`config.mk`:
```
export PLATFORM = sky130hd
export DESIGN_NAME = sensor_debounce_encoder
export DESIGN_NICKNAME = d
export VERILOG_FILES = /design/src/rtl/sensor_debounce_encoder.sv
export SDC_FILE = /design/constraint.sdc
export NUM_CORES = 1
export LEC_CHECK = 0
export CAP_MARGIN = 5
export CORE_ASPECT_RATIO = 2
export CORE_MARGIN = 1
export CORE_UTILIZATION = 35
export CTS_CLUSTER_DIAMETER = 60
export DETAILED_ROUTE_END_ITERATION = 7
export HOLD_SLACK_MARGIN = 0.12
export PLACE_DENSITY = 0.66
export SETUP_SLACK_MARGIN = 0.02
export SKIP_CTS_REPAIR_TIMING = 1
export SLEW_MARGIN = 20
export SYNTH_ARGS = -nofsm -noshare
export SYNTH_HDL_FRONTEND = slang
export SYNTH_SLANG_ARGS = --single-unit
```
`constraint.sdc`:
```
create_clock -name clk -period 2 [get_ports clk]
set_input_delay 0.5 -clock clk [delete_from_list [all_inputs] [get_ports clk]]
set_output_delay 0.5 -clock clk [all_outputs]
set_load 0.02 [all_outputs]
```
`src/rtl/sensor_debounce_encoder.sv`:
```
// sensor_debounce_encoder: synchronise, debounce and event-encode raw sensor lines
//   clk          system clock
//   rst_n        asynchronous active-low reset
//   ena          conditioning enable (0 freezes counters and clean levels)
//   ui           raw asynchronous sensor lines
//   sensor_clean debounced sensor levels
//   event_valid  event word available
//   event_ready  consumer accepts the event when high with event_valid
//   event_chan   channel of the current event
//   event_rise   1 = clean level rose, 0 = fell
//   overflow     sticky flag: an event was merged into an unread pending one
module sensor_debounce_encoder #(
    parameter int DEBOUNCE = 4,
    parameter int NCH      = 8
) (
    input  logic           clk,
    input  logic           rst_n,
    input  logic           ena,
    input  logic [NCH-1:0] ui,
    output logic [NCH-1:0] sensor_clean,
    output logic           event_valid,
    input  logic           event_ready,
    output logic [2:0]     event_chan,
    output logic           event_rise,
    output logic           overflow
);
    localparam int CW = $clog2(DEBOUNCE + 1);
    localparam logic [CW-1:0] LAST = CW'(DEBOUNCE - 1);

    logic [NCH-1:0] sync1, sync2, clean, toggle;
    logic [NCH-1:0] rise_pend, fall_pend, rise_set, fall_set, rise_take, fall_take;
    logic [CW-1:0]  cnt   [NCH];
    logic [CW-1:0]  cnt_n [NCH];
    logic [2:0]     sel;
    logic           sel_rise, any_pend, load, ovf_hit;

    assign sensor_clean = clean;

    always_comb begin
        toggle = '0;
        for (int i = 0; i < NCH; i++) begin
            cnt_n[i] = (!ena) ? cnt[i] :
                       (sync2[i] == clean[i] || cnt[i] == LAST) ? '0 : cnt[i] + CW'(1);
            toggle[i] = ena && sync2[i] != clean[i] && cnt[i] == LAST;
        end
    end

    // Scan downward so the lowest pending channel wins; rise beats fall.
    always_comb begin
        sel      = '0;
        sel_rise = 1'b0;
        any_pend = 1'b0;
        for (int i = NCH - 1; i >= 0; i--) begin
            if (rise_pend[i] || fall_pend[i]) begin
                sel      = 3'(i);
                sel_rise = rise_pend[i];
                any_pend = 1'b1;
            end
        end
    end

    assign load      = !event_valid || event_ready;
    assign rise_set  = toggle & ~clean;
    assign fall_set  = toggle & clean;
    assign rise_take = (load && any_pend && sel_rise)  ? NCH'(1) << sel : '0;
    assign fall_take = (load && any_pend && !sel_rise) ? NCH'(1) << sel : '0;
    // A bit being loaded out in the same cycle it is re-set is not a loss.
    assign ovf_hit   = |((rise_set & rise_pend & ~rise_take) | (fall_set & fall_pend & ~fall_take));

    always_ff @(posedge clk or negedge rst_n) begin
        if (!rst_n) begin
            sync1       <= '0;
            sync2       <= '0;
            clean       <= '0;
            cnt         <= '{default: '0};
            rise_pend   <= '0;
            fall_pend   <= '0;
            overflow    <= 1'b0;
            event_valid <= 1'b0;
            event_chan  <= '0;
            event_rise  <= 1'b0;
        end else begin
            sync1     <= ui;
            sync2     <= sync1;
            clean     <= clean ^ toggle;
            cnt       <= cnt_n;
            rise_pend <= (rise_pend & ~rise_take) | rise_set;
            fall_pend <= (fall_pend & ~fall_take) | fall_set;
            overflow  <= overflow || ovf_hit;
            if (load) begin
                event_valid <= any_pend;
                if (any_pend) begin
                    event_chan <= sel;
                    event_rise <= sel_rise;
                end
            end
        end
    end
endmodule

```
# --- Word level (Yosys, flattened, before mapping) ---
# Index checks and enable logic that the tools add are counted.
totals:
  register_bits: 70
  input_bits: 12
  out_inout_bits: 14
  elab_cells: 140
op_classes:
  addsub: 8
  eq_ne: 24
  n_shift: 1
  mux: 34
  n_bitwise: 15
  n_reduce_logical: 41
ops:
  columns: ["cell", "n"]
  rows:
  - ["8-bit bitwise AND", 8]
  - ["3-bit 2-to-1 mux", 16]
  - ["3-bit by 1-bit adder with 3-bit output (second input constant)", 8]
  - ["3-bit by 2-bit == test with 1-bit output (second input constant)", 8]
  - ["8-bit NOT", 3]
  - ["8-bit OR", 3]
  - ["1-bit logical AND", 19]
  - ["1-bit logical OR", 18]
  - ["1-bit 2-to-1 mux", 16]
  - ["8-bit 2-to-1 mux", 2]
  - ["1-bit == test", 8]
  - ["1-bit inequality test", 8]
  - ["8-bit OR reduction", 1]
  - ["1-bit by 3-bit << shifter with 8-bit output (first input constant)", 1]
  - ["8-bit XOR", 1]
  - ["1-bit logical NOT", 2]
  - ["2-bit AND reduction", 1]

# --- Logic depth before layout (Yosys ltp) ---
depth:
  ltp_word: 17
  depth_mapped: 9
  mapped_depth_nobuf: 9

# --- Worst setup path after synthesis ---
# OpenSTA, ideal clock, no wires.
synth_timing:
  path_type: "input to register"
  from: "input port ena"
  to: "register overflow"
  setup_time_ns: 0.138
  t_arrival_ns: 1.945
  required_time_ns: 1.862
  setup_slack_ns: -0.083
  cell_stages: 9
  path_buffers: 2
  path_cell_list: "clkbuf_1 -> clkbuf_1 -> and3_1 -> ha_1 -> a22o_1 -> nand2_1 -> nand4_1 -> nor4_1 -> nand4_1"
synth_between:
  elab_chain_len: 8
  word_cells_on_any_way: 25
  cone_classes: "7 x bitwise; 18 x reduce/logical"
synth_lines:
  columns: ["element", "line_no", "source"]
  rows:
  - ["from (decl)", "18", "input logic ena,"]
  - ["1-bit logical AND (2 in series)", "44", "toggle[i] = ena && sync2[i] != clean[i] && cnt[i] == LAST;"]
  - ["8-bit bitwise AND (on tied branches)", "63, 64", null]
  - ["8-bit bitwise AND (2 in series)", "68", "assign ovf_hit = |((rise_set & rise_pend & ~rise_take) | (fall_set & fall_pend & ~fall_take));"]
  - ["8-bit OR *", "68", null]
  - ["8-bit OR reduction *", "68", null]
  - ["1-bit logical OR *", "89", "overflow <= overflow || ovf_hit;"]
  - ["to (signal assigned)", "89", null]
  - ["to (decl)", "25", "output logic overflow"]
# Mark *: on every way between the ends. The rest lies on a longest branch, timed or not.
# A chain may end at the register's enable or synchronous reset.

# --- Worst setup path in the final report ---
layout_timing:
  from: "register fall_pend[3]"
  to: "register overflow"
layout_between:
  elab_chain_len: 13
  word_cells_on_any_way: 28
  cone_classes: "1 x shift; 14 x mux; 6 x bitwise; 7 x reduce/logical"
layout_lines:
  columns: ["element", "line_no", "source"]
  rows:
  - ["from (decl)", "31", "logic [NCH-1:0] rise_pend, fall_pend, rise_set, fall_set, rise_take, fall_take;"]
  - ["from (signal assigned)", "88", "fall_pend <= (fall_pend & ~fall_take) | fall_set;"]
  - ["1-bit logical OR", "54", "if (rise_pend[i] || fall_pend[i]) begin"]
  - ["1-bit 2-to-1 mux (4 in series)", "54", null]
  - ["1-bit logical AND or 1-bit logical NOT (tied branches)", "65, 66", null]
  - ["1-bit logical AND (on tied branches)", "65, 66", null]
  - ["8-bit 2-to-1 mux (on tied branches)", "65, 66", null]
  - ["8-bit NOT", "68", null]
  - ["8-bit bitwise AND", "68", null]
  - ["8-bit OR *", "68", null]
  - ["8-bit OR reduction *", "68", null]
  - ["1-bit logical OR *", "89", null]
# Marked as above.

==> flow_summary.yaml <==
outcome:
  status: "finished, violations left"
  violations: "setup timing"
cells_and_area:
  final_common_cell: "dfrtp_1"
  instances_no_fill: 560
  fin_nets: 467
  drive_gt1_share_pct: 25.0
  syn2layout_area_growth_pct: 39.0
  utilization_pct: 49.9
  seq_area_um2: 1750
  multi_input_area_um2: 1650
  fillers: 898
  mostFrequentLayoutCells: "dfrtp_1 (68), buf_4 (60), inv_1 (41)"
  antenna_cells: 0
critical_path:
  rr_endpoint: "overflow"
  crit_path_end_kind: "flop"
  startpoint_type: "flop"
  r2r-start: "fall_pend[3]"
  reg2reg_slack_ps: -280
  worstSetupPathType: "flop to flop"
  cp_max_fo: 4
  rr_worst_depth: 8
  arrival_ps: 2470
  cp.required_ps: 2190
clock_network:
  tritoncts: "built"
  clockRootBuffer: "clkbuf_16"
  clock_latency_ps: 330
  cts_made_buffers: 9
  clock_sinks: 70
  htree_levels: 3
  path_clk_slew_ps: 60
  clockBufferDepth: 2
timing:
  relSlewSlack_pct: 64.1
  timing.final.crit_share_pct: 114
  slew_viol_final: 0
  fin_ws_ps: -282
  hold_viol_final: 0
  rsz0062_at_grt: "yes"
  period_needed_ps: 2280
  skew_ps: 5.71
  fmax_mhz: 438
  tightest_slew_ps: 534
  setup_viol: 6
floorplan:
  start_util_pct: 35.9
  core_region_area_um2: 9700
  num_rows: 51
  io_pins: 26
  dieArea_um2: 10400
  dieWidth_um: 72.6
  die_height_um: 143
synthesis:
  synth_edf_count: 0
  netlist_instances: 331
  syn_nets: 375
  synth_ff_type: "dfrtp_1"
  synth_cell_types: 43
  avgSynthCellArea_um2: 10.5
  async_flop_share_pct: 100
  ys_seq_area_share_pct: 50.3
  syn_area_um2: 3480
  ys_ff_latch: 70
  yosysWarningCount: 0
placement:
  dp_hpwl_mm: 6.44
  routabilityCongestion: 1.01
  dpl_worst_slack_ps: -421
  port_buffers: 25
  dp_cells: 543
global_route:
  grt_antenna_before_repair: 0
  overflow: 0
  grt_start_max_net_pins: 47
  grt.total_usage_pct: 18.2
  grt_pass1_wl_mm: 13.6
  grt_pass1_vias: 2779
routing:
  wl_met1_mm: 3.00
  postRouteAntennaNets: 0
  drc: 0
  dr.pass1.iters: 5
  wl_met3_um: 240
  drt-total-wl_mm: 8.61
  vias_per_cell: 4.90
  wl_per_cell_um: 15.4
  top_layer_used: "met4"
  dr_wl_met2_mm: 4.75
  num_vias: 2746
  drtIter0Drc: 107
job:
  max_cap_viol_count: 0
pwr:
  peakVddDrop_mv: 0.633
  cellLeakagePower_nw: 2.42
  pwr_density_cell_nw_per_um2: 1730
  power_mw: 8.36
hold_path:
  whs_endpoint: "sync2[7]"
  worstHoldStart: "sync1[7]"
  hold_path_depth: 0
  hold_path_class: "flop to flop"
[cell families (layout without fill, tap and decap cells)]
kind of cell	after synthesis	in the layout	share of synthesized area (%)
AND/OR/NAND/NOR	107	107	16.6
adder cells (fa/ha/maj)	32	32	11.5
buffers and inverters	48	145	5.39
AO/OA/AOI/OAI	60	60	12.3
XOR/XNOR	8	8	2.01
multiplexers	6	6	1.94
flip-flops	70	70	50.3
[state kept, by name (all words and copies together), names as in the netlist, 3 cells and up]
name          count
sync1             8
cnt              24
event_chan        3
rise_pend         8
sensor_clean      8
fall_pend         8
sync2             8
[Yosys cell counts (5+ instances only)]
master     n  area share, %
xor2_1     8            2.0
ha_1      32             11
inv_1     41            4.4
a21o_1     7            1.5
clkbuf_1   5           0.54
dfrtp_1   70             50
o21ai_0    9            1.3
nand3_1    7            1.0
nand2b_1  23            4.1
nand2_1   26            2.8
o22ai_1   16            2.9
nor2_1    22            2.4
a21oi_1    5           0.72
and3_1    10            1.8
mux2_2     6            1.9
[worst max path at each step]
stage | startpoint | end | slack [ps]
finish | fall_pend[3] | overflow | -280
global route | rise_pend[4] | overflow | -370
CTS | fall_pend[6] | overflow | -480
detailed placement | fall_pend[6] | overflow | -420
global placement | fall_pend[6] | overflow | -400
floorplan | rise_pend[2] | overflow | 6
[layer usage]
layer | vias up | track usage [%]
met1 | 1331 | 17.7
li1 | 1325 | -
met4 | 0 | 12.9
met3 | 29 | 3.46
met5 | - | 0
met2 | 61 | 33.2
[critical path: stages (launching register included)]
cell,delay [ps]
dfrtp_2,440
or3b_4,420
a311oi_4,340
a31oi_4,100
buf_6,160
o211ai_1,160
o221a_1,200
o221a_1,210
nand4_1,110
[report_power, final]
| part | switching [mW] | leakage (nW) | internal (mW) | total (mW) |
|---|---|---|---|---|
| clock network | 0.604 | 0.186 | 1.41 | 2.02 |
| registers | 0.356 | 0.876 | 1.85 | 2.21 |
| logic | 2.15 | 1.36 | 1.98 | 4.13 |
| total | 3.11 | 2.42 | 5.25 | 8.36 |
[layout make-up]
| class | count | area share [%] |
|---|---|---|
| Tap cell | 132 | 3.41 |
| Multi-Input combinational cell | 213 | 34.1 |
| Sequential cell | 70 | 36.2 |
| Clock inverter | 5 | 2.66 |
| Clock buffer | 11 | 5.22 |
| Inverter | 41 | 3.18 |
| Timing Repair Buffer | 88 | 15.2 |
[metrics by stage]
step                setup TNS, ps  cell area (µm²)  hold slack (ps)
floorplan                       0             3510              204
global placement            -1620             4350              332
detailed placement          -1580             4350              337
CTS                         -1860             4730             87.7
global route                -1200             4840              361
finish                       -580             4840              347
Note: power is estimated with default switching activity, not from simulation.
==> patch 1: new RTL, same settings <==
Reset style: synchronous (`rst_n`), changed in one clocked block. Comments in the files are not updated.
--- a/src/rtl/sensor_debounce_encoder.sv
+++ b/src/rtl/sensor_debounce_encoder.sv
@@ -68,5 +68,5 @@
     assign ovf_hit   = |((rise_set & rise_pend & ~rise_take) | (fall_set & fall_pend & ~fall_take));
 
-    always_ff @(posedge clk or negedge rst_n) begin
+    always_ff @(posedge clk) begin
         if (!rst_n) begin
             sync1       <= '0;
Formal check against the unedited RTL: differs if rst_n is asserted again (counterexample within 10 cycles, from zero or initial values and one cycle with rst_n low); with rst_n held inactive, the same outputs for 10 cycles.
==> patch 1 against the unedited design <==
The run ends with DRC, setup timing left. Cell area shrank 4.6%. Wire length is 9.6% lower. Clock skew is 0.00085 ns higher. Sequential cell count is the same. Utilization down 0.38 points. Setup slack lost 0.19 ns. Synthesized area shrank 3.6%. Largest cell class is now multi-input combinational cells.
Power is not compared: it rests on default switching activity, and its combinational part moved more than twofold at a synthesized area within 25%.
==> patch 1: results (changes against the unedited design) <==
[final_layout]
fillers = 875  ; -2.6%
drive_gt1_share_pct = 24.66  ; -0.34 points
layout.nets = 485  ; +3.9%

[logic_synthesis]
synthTopCellsByCount = 70 x dfxtp_1, 42 x and2_1, 36 x inv_1, 32 x ha_1
syn-num-nets = 398  ; +6.1%
yosys_most_used_dff = dfxtp_1
synthTopCellsByArea = dfxtp_1 42%, ha_1 12%, and2_1 7.8%
synth_compound_area_share_pct = 14.61  ; +2.3 points
async_reset_ff_share_pct = 0  ; -100 points
synthXorXnorAreaFrac_pct = 2.086  ; +0.076 points
ys_types = 45  ; +4.7%
muxShareOfSynthArea_pct = 2.385  ; +0.45 points

[worst_setup_path]
reg2reg_from = fall_pend[0]
cpPeakStageDelay_ns = 0.56  ; +0.12 ns
r2r-end = overflow
slowest_stage = or4_4

[detailed_routing]
drc = 1  ; +1
drtIter0Drc = 82  ; -23%
drt-pass1-iter-count = 6  ; +1
via_per_inst = 5.095  ; +3.9%

[global_route]
grt_usage_pct = 16.62  ; -1.5 points
grt_max_degree = 41  ; -13%
grt_pass1_vias = 2831  ; +1.9%
grt_pass1_wl_um = 12630  ; -7.2%

[sta]
tightest_slew_ns = 0.3814  ; -0.1525 ns
fin_ws_ns = -0.4736  ; -0.1919 ns
setup_tns_ns = -2.725  ; -2.146 ns
finalSetupViolCount = 13  ; +7

[status]
outcome = complete, but fails checks
violations = DRC, setup timing

[place]
gp_congestion = 0.8867  ; -12%
dp_hpwl_um = 5889  ; -8.5%

[patch 1: layout make-up]
type | count | area [um2] | share of cell area, %
flip-flops and latches | 70 | 1408 | 30.47
clock buffers | 10 | 239.0 | 5.173
multi-input cells | 236 | 1873 | 40.55
repair buffers | 88 | 749.5 | 16.22
well taps | 104 | 130.1 | 2.817
inverters | 36 | 135.1 | 2.925
clock inverters | 6 | 85.08 | 1.842
[patch 1: logic make-up (layout without fill, tap and decap cells)]
| kind of cell | Yosys count | in the layout |
|---|---|---|
| AOI/OAI and AO/OA | 68 | 68 |
| xor gates and xnor gates | 8 | 8 |
| adders and majority gates | 32 | 32 |
| buffers and inverters | 48 | 140 |
| DFF | 70 | 70 |
| muxes | 8 | 8 |
| and+or+nand+nor | 120 | 120 |
[patch 1: how the worst max path moves through the flow]
stage,from,end,slack (ns),cells past startpoint
floorplan,fall_pend[2],overflow,-0.46,6
global placement,event_ready,overflow,-0.69,7
detailed placement,event_ready,overflow,-0.69,7
CTS,fall_pend[6],overflow,-0.60,7
global route,rise_pend[5],overflow,-0.56,8
finish,fall_pend[0],overflow,-0.47,9
[patch 1: worst reg2reg max path, cell delays in order (launching register included)]
cell      delay (ns)
dfxtp_2         0.32
or4_4           0.56
buf_6           0.15
o41a_1          0.44
and2b_2         0.25
buf_6           0.13
nand3_4         0.08
a32oi_1         0.10
o211ai_1        0.20
o41a_1          0.18
[patch 1: routing by layer]
layer	global-route usage [%]	vias up	share of wire [%]
li1	-	1402	-
met1	15.26	1312	35
met2	30.48	52	55
met3	3.237	36	2.2
met4	13.58	0	7.3
met5	0	-	0
[patch 1: per-stage QoR]
stage / std cells / hold slack, ns
after floorplan: 354 / 0.4057
after global placement: 532 / 0.4105
after detailed placement: 532 / 0.4169
after CTS: 548 / 0.4272
after global routing: 550 / 0.4335
final: 550 / 0.4236
==> patch 2: new RTL, config.mk and constraints unchanged <==
Without the edit above. `DEBOUNCE`: 4 -> 2.
--- a/src/rtl/sensor_debounce_encoder.sv
+++ b/src/rtl/sensor_debounce_encoder.sv
@@ -11,5 +11,5 @@
 //   overflow     sticky flag: an event was merged into an unread pending one
 module sensor_debounce_encoder #(
-    parameter int DEBOUNCE = 4,
+    parameter int DEBOUNCE = 2,
     parameter int NCH      = 8
 ) (
Function: changed (Yosys sat finds a counterexample within 10 cycles, from zero or initial values and one cycle with rst_n low).
==> patch 2 against the unedited design <==
The run still ends with setup timing left. Synthesized area is 12% lower. Total power is 11% lower. Sequential cell count is 8 lower. Wire length is 9.4% lower. Clock skew is 0.0024 ns lower. Cell area is 9.7% lower. Setup slack better by 0.0035 ns. Utilization is 1.0 points higher.
==> patch 2: results (changes against the unedited design) <==
[status]
outcome = complete, but fails checks
violations = setup timing

[global_route]
grtUsageMet1_pct = 18.35  ; +0.69 points
grt_pass1_wl_um = 12360  ; -9.2%
grt_usage_pct = 19.18  ; +1.0 points
met2_usage_pct = 32.41  ; -0.75 points
met3_usage_pct = 3.970  ; +0.51 points

[final_layout]
seq_cells = 62  ; -11%
clock_cell_area_share_pct = 7.721  ; -0.16 points
buf_share_pct = 18.22  ; +3.0 points

[logic_synthesis]
syn-num-nets = 325  ; -13%
syn_inst = 289  ; -13%
synthAdderAreaFrac_pct = 9.756  ; -1.7 points
synthTopCellsByArea = dfrtp_1 50%, ha_1 9.8%, nand2b_1 3.9%
synth_compound_area_share_pct = 12.44  ; +0.12 points
ys_types = 45  ; +4.7%

[worst_setup_path]
cp_max_fo = 5  ; +1
reg2reg_from = rise_pend[2]

[pwr]
power_switching_mw = 2.643  ; -15%
p_leak_nw = 2.159  ; -11%
irDropWorstVdd_v = 0.0008831  ; +40%
clockPowerShare_pct = 23.6  ; -0.6 points

[place]
gp_congestion = 0.9859  ; -2.6%

[detailed_routing]
wl_met1_um = 2711  ; -9.6%
route.met2.wl_um = 4261  ; -10%
wl_per_cell_um = 15.87  ; +3.3%
wl_um = 7792  ; -9.4%

[sta]
finalSetupViolCount = 7  ; +1
fin_ws_ns = -0.2782  ; +0.003464 ns
maxSlewHeadroom_pct = 63.64  ; -0.47 points

patch 2: logic make-up (layout without fill, tap and decap cells):
| kind of cell | after synthesis | in the layout |
|---|---|---|
| buffers and inverters | 38 | 140 |
| DFF | 62 | 62 |
| xor gates and xnor gates | 8 | 8 |
| muxes | 7 | 7 |
| adders and majority gates | 24 | 24 |
| and+or+nand+nor | 94 | 94 |
| AOI/OAI and AO/OA | 56 | 56 |
patch 2: worst max-delay path: stages, from the launching register on:
cell and delay, ns:
dfrtp_1 0.37, buf_4 0.15, or3_4 0.36, o21ai_2 0.29, buf_4 0.17, nand3_2 0.07
o211a_1 0.25, a311oi_4 0.34, nand4_1 0.13
patch 2: stage by stage:
step / TNS [ns] / hold WS, ns / cell area, um2
6_report: -0.9845 / 0.1592 / 4375
5_1_grt: -1.507 / 0.1850 / 4375
4_1_cts: -2.495 / 0.1801 / 4247
3_5_place_dp: -2.250 / 0.3358 / 3909
3_3_place_gp: -1.948 / 0.3326 / 3909
2_1_floorplan: -0.2286 / 0.2044 / 3103
